## src/rtl/traffic_pkg.sv

```systemverilog
// Shared encodings for the intersection phase sequencer: phase states,
// lamp patterns {red,yellow,green} and the direction of the next green.
package traffic_pkg;

  typedef enum logic [2:0] {
    NS_GREEN  = 3'd0,
    NS_YELLOW = 3'd1,
    EW_GREEN  = 3'd2,
    EW_YELLOW = 3'd3,
    ALL_RED   = 3'd4,
    PED_WALK  = 3'd5,
    EMG_HOLD  = 3'd6
  } state_e;

  typedef enum logic {
    DIR_NS = 1'b0,
    DIR_EW = 1'b1
  } dir_e;

  localparam logic [2:0] LAMP_RED = 3'b100;
  localparam logic [2:0] LAMP_YEL = 3'b010;
  localparam logic [2:0] LAMP_GRN = 3'b001;

endpackage

```

## src/rtl/traffic_phase_ctrl.sv

```systemverilog
// Two-way intersection phase sequencer. Each phase is timed by an external
// down-counter loaded with a one-cycle timer_start pulse on the phase entry.
module traffic_phase_ctrl
  import traffic_pkg::*;
#(
  parameter int WIDTH    = 8,
  parameter int T_GREEN  = 20,
  parameter int T_YELLOW = 4,
  parameter int T_ALLRED = 2,
  parameter int T_WALK   = 10
) (
  input  logic             clk,
  input  logic             reset,
  input  logic             ped_req,
  input  logic             emerg,
  input  logic             timer_done,
  output logic             timer_start,
  output logic [WIDTH-1:0] timer_load,
  output logic [2:0]       ns_light,
  output logic [2:0]       ew_light,
  output logic             walk,
  output logic             ped_pending,
  output logic [2:0]       phase
);

  state_e state_q, state_d;
  dir_e   dir_q, dir_d;
  logic   ped_q, ped_d;
  logic   entry_q, entry_d;
  logic   emg_lat_q, emg_lat_d;
  logic   expire, emg_hit;

  always_comb begin
    state_d = state_q;
    dir_d   = dir_q;
    // timer_done in the entry cycle still belongs to the previous phase
    expire  = !entry_q && timer_done;
    emg_hit = emerg || emg_lat_q;
    case (state_q)
      NS_GREEN:  if (emerg || expire) state_d = NS_YELLOW;
      EW_GREEN:  if (emerg || expire) state_d = EW_YELLOW;
      NS_YELLOW: if (expire) begin
        dir_d   = DIR_EW;
        state_d = emg_hit ? EMG_HOLD : ALL_RED;
      end
      EW_YELLOW: if (expire) begin
        dir_d   = DIR_NS;
        state_d = emg_hit ? EMG_HOLD : ALL_RED;
      end
      ALL_RED: if (expire) begin
        if (emg_hit)            state_d = EMG_HOLD;
        else if (ped_q)         state_d = PED_WALK;
        else if (dir_q == DIR_NS) state_d = NS_GREEN;
        else                    state_d = EW_GREEN;
      end
      PED_WALK: begin
        if (emerg)       state_d = EMG_HOLD;
        else if (expire) state_d = ALL_RED;
      end
      EMG_HOLD: if (!emerg) state_d = ALL_RED;
      default:  state_d = ALL_RED;
    endcase
    // an emergency seen during a yellow/clearance phase is remembered until it ends
    emg_lat_d = (state_d == state_q) ? emg_hit : 1'b0;
    entry_d   = (state_d != state_q);
    ped_d     = (ped_q || ped_req) && !(state_d == PED_WALK && state_q != PED_WALK);
  end

  always_ff @(posedge clk) begin
    if (reset) begin
      state_q   <= ALL_RED;
      dir_q     <= DIR_NS;
      ped_q     <= 1'b0;
      entry_q   <= 1'b1;
      emg_lat_q <= 1'b0;
    end else begin
      state_q   <= state_d;
      dir_q     <= dir_d;
      ped_q     <= ped_d;
      entry_q   <= entry_d;
      emg_lat_q <= emg_lat_d;
    end
  end

  always_comb begin
    timer_start = entry_q && !reset && (state_q != EMG_HOLD);
    timer_load  = '0;
    ns_light    = LAMP_RED;
    ew_light    = LAMP_RED;
    walk        = 1'b0;
    case (state_q)
      NS_GREEN:  ns_light = LAMP_GRN;
      NS_YELLOW: ns_light = LAMP_YEL;
      EW_GREEN:  ew_light = LAMP_GRN;
      EW_YELLOW: ew_light = LAMP_YEL;
      PED_WALK:  walk     = 1'b1;
      default:   ;
    endcase
    if (timer_start) begin
      case (state_q)
        NS_GREEN, EW_GREEN:   timer_load = WIDTH'(T_GREEN);
        NS_YELLOW, EW_YELLOW: timer_load = WIDTH'(T_YELLOW);
        PED_WALK:             timer_load = WIDTH'(T_WALK);
        default:              timer_load = WIDTH'(T_ALLRED);
      endcase
    end
  end

  assign ped_pending = ped_q;
  assign phase       = state_q;

endmodule

```

## config.mk

```make
export PLATFORM = sky130hd
export DESIGN_NAME = traffic_phase_ctrl
export DESIGN_NICKNAME = d
export VERILOG_FILES = /design/src/rtl/traffic_pkg.sv /design/src/rtl/traffic_phase_ctrl.sv
export SDC_FILE = /design/constraint.sdc
export NUM_CORES = 1
export LEC_CHECK = 0
export ABC_AREA = 0
export CELL_PAD_IN_SITES_DETAIL_PLACEMENT = 1
export CELL_PAD_IN_SITES_GLOBAL_PLACEMENT = 2
export CORE_AREA = 2 2 59 61
export CTS_CLUSTER_DIAMETER = 100
export CTS_CLUSTER_SIZE = 25
export DETAILED_ROUTE_END_ITERATION = 10
export DIE_AREA = 0 0 61 63
export PLACE_DENSITY_LB_ADDON = 0.1
export SLEW_MARGIN = 0
export SYNTH_ARGS = -nofsm -noshare
export SYNTH_HDL_FRONTEND = slang
export SYNTH_SLANG_ARGS = --single-unit
```

## constraint.sdc

```tcl
create_clock -name clk -period 1.8 [get_ports clk]
set_input_delay 0.36 -clock clk [delete_from_list [all_inputs] [get_ports clk]]
set_output_delay 0.36 -clock clk [all_outputs]
set_load 0.005 [all_outputs]
```

==> metrics <==
status finished clean; final net count about 120; row cnt 21; detailed placement HPWL 1470 µm; Die Y 63 µm; Die Width 61 µm; total gr overflow 0; Worst-path clk slew around 0.06 ns; synthesis-to-layout area growth 87.4%; first-pass GRT wire length 3240 µm; endpoints failing hold 0; Arrival @ worst endpoint 1.38 ns; routed wire length 1920 µm; fmax 575 MHz; most frequent cells in the layout buf_4 (18), nor2_1 (13), dlygate4sd2_1 (10); setup TNS 0 ns; CP required 1.44 ns; DRC viols 0; Startpoint Class flop; clock skew 0.00267 ns; post-synthesis register bit count 7; # port buffers 20; dpl ws -0.392 ns; die area 0.00384 mm²; Ports 25; post-DR vias/cell between 4 and 5; Mean Syn Cell Area 7.06 µm²; GRT Total Usage 0.113; RSZ-0062 raised after global routing no; most common cell after layout, fill and taps aside buf_4; clk buf depth 2; core area 0.00323 mm²; Post-Synthesis Cell Area 515 µm²; Via Count 633; min-delay src dir_q; Root Driver clkbuf_4; initial DRC count 7; total CTS buffers 3; Worst Hold Class flop to flop; fin. max-slew vios 0; Pwr Total 929 µW; dominant cells by area after synthesis dfxtp_1 (27%), nor2_1 (10%), o21ai_0 (5.8%), buf_4 (5.8%), nor3b_1 (4.4%); H-tree levels 1; CP Capture Type primary output; antenna violations before repair 0; CTS sink cnt 7; Leak 0.000452 µW; share of layout cells above drive strength 1 0.315; Final Util 0.299; Period Utilization, post-route 0.966; sequential-to-total area share from yosys stat 0.272; Reg-to-Reg Start entry_q; cells after synthesis 73; Initial Utilization 0.160; maxcap violations 0; Critical Path Fanout Max 4; Ant. Diodes 0; CTS tree built; distinct cell type count after synthesis 29; GP Congestion 0.687; Pwr Density roughly 960 mW/mm²; Final ANT Viol Nets 0; Avg WL per Cell 12.2 µm; clock insertion delay at the later pin of the skew report 0.26 ns; vias in the first global route 668; DRT Pass-1 Iters 2; yosys warns 0; largest net degree at the start of global routing 10; Synth area leader dfxtp_1; setup violators final 0; Max VDD drop 0.385 mV; Worst Setup Slack, final between 0.06 and 0.07 ns; dpl cell area 867 µm²; share of the synthesized area in the top cell type 0.272; crit path kind flop to primary output; Hold Buf Count CTS 0; design area 966 µm²; Setup crit start phase[1]; Tmin final 1.74 ns
==> metrics by stage <==
stage / cells / hold slack, ns
2_1_floorplan: 76 / 0.432
3_3_place_gp: 152 / 0.492
3_5_place_dp: 152 / 0.495
4_1_cts: 157 / 0.503
5_1_grt: 157 / 0.551
6_report: 157 / 0.505
==> state kept, by name, summed over array words and instances, names as in the netlist <==
register	cells
dir_q	1
emg_lat_q	1
entry_q	1
ped_pending	1
phase	3
==> where the power goes <==
part	internal, µW	switching, µW
clock network	85.4	70.4
logic	294	244
registers	192	43.0
total	571	358
==> area by class of cell <==
cell class                      count  area [µm²]
Fill cell                         408        2270
Tap cell                           46        57.6
Multi-Input combinational cell     58         385
Sequential cell                     7         146
Timing Repair Buffer               39         339
Clock buffer                        4        26.3
Inverter                            3        11.3
==> critical path, cell delays in order, from the launching register on <==
cell and delay, ns:
dfxtp_2 0.35, or2_2 0.32, clkdlybuf4s50_1 0.45
==> timing repair <==
item | CTS | global route
pin swaps | 6 | 4
gates resized for setup | 21 | 7
setup endpoints to repair | 13 | 3
cloned | 0 | 0
buffers inserted | 1 | 0
==> kinds of logic after synthesis <==
family	Yosys count	share of synthesized area
AOI/OAI and AO/OA	19	0.235
buffers and inverters	11	0.124
DFF	7	0.272
muxes	1	0.0194
other	1	0.00727
and+or+nand+nor	34	0.342
==> metal layers <==
layer | global-route usage | wire length, µm
met5 | 0 | 0
met4 | 0.0245 | 13
met3 | 0.0435 | 74
met2 | 0.173 | 928
met1 | 0.149 | 905
==> cells in the mapped netlist <==
master	number
nand2b_1	2
a21boi_0	1
clkbuf_1	3
buf_6	1
or4b_4	1
nor3b_1	3
o221a_1	1
nor3_1	4
inv_1	3
and2b_2	1
o31ai_1	1
o21ai_0	6
a31oi_1	3
a21o_1	1
conb_1	1
or2_2	1
o22ai_1	1
and3_1	1
dfxtp_1	7
nand4_1	1
nor2_1	14
mux2i_1	1
a211oi_1	2
nand2_1	4
o21a_1	1
buf_4	4
a21oi_1	2
nor2b_1	1
and2_1	1
==> path summary, 6_finish.rpt <==
check | cells after the start | end | slack [ns]
min reg2reg | 2 | dir_q | 0.51
max | 2 | ns_light[2] | 0.06
min | 2 | dir_q | 0.51
max reg2reg | 5 | emg_lat_q | 0.08
No activity file was read; power rests on OpenSTA's default activity.
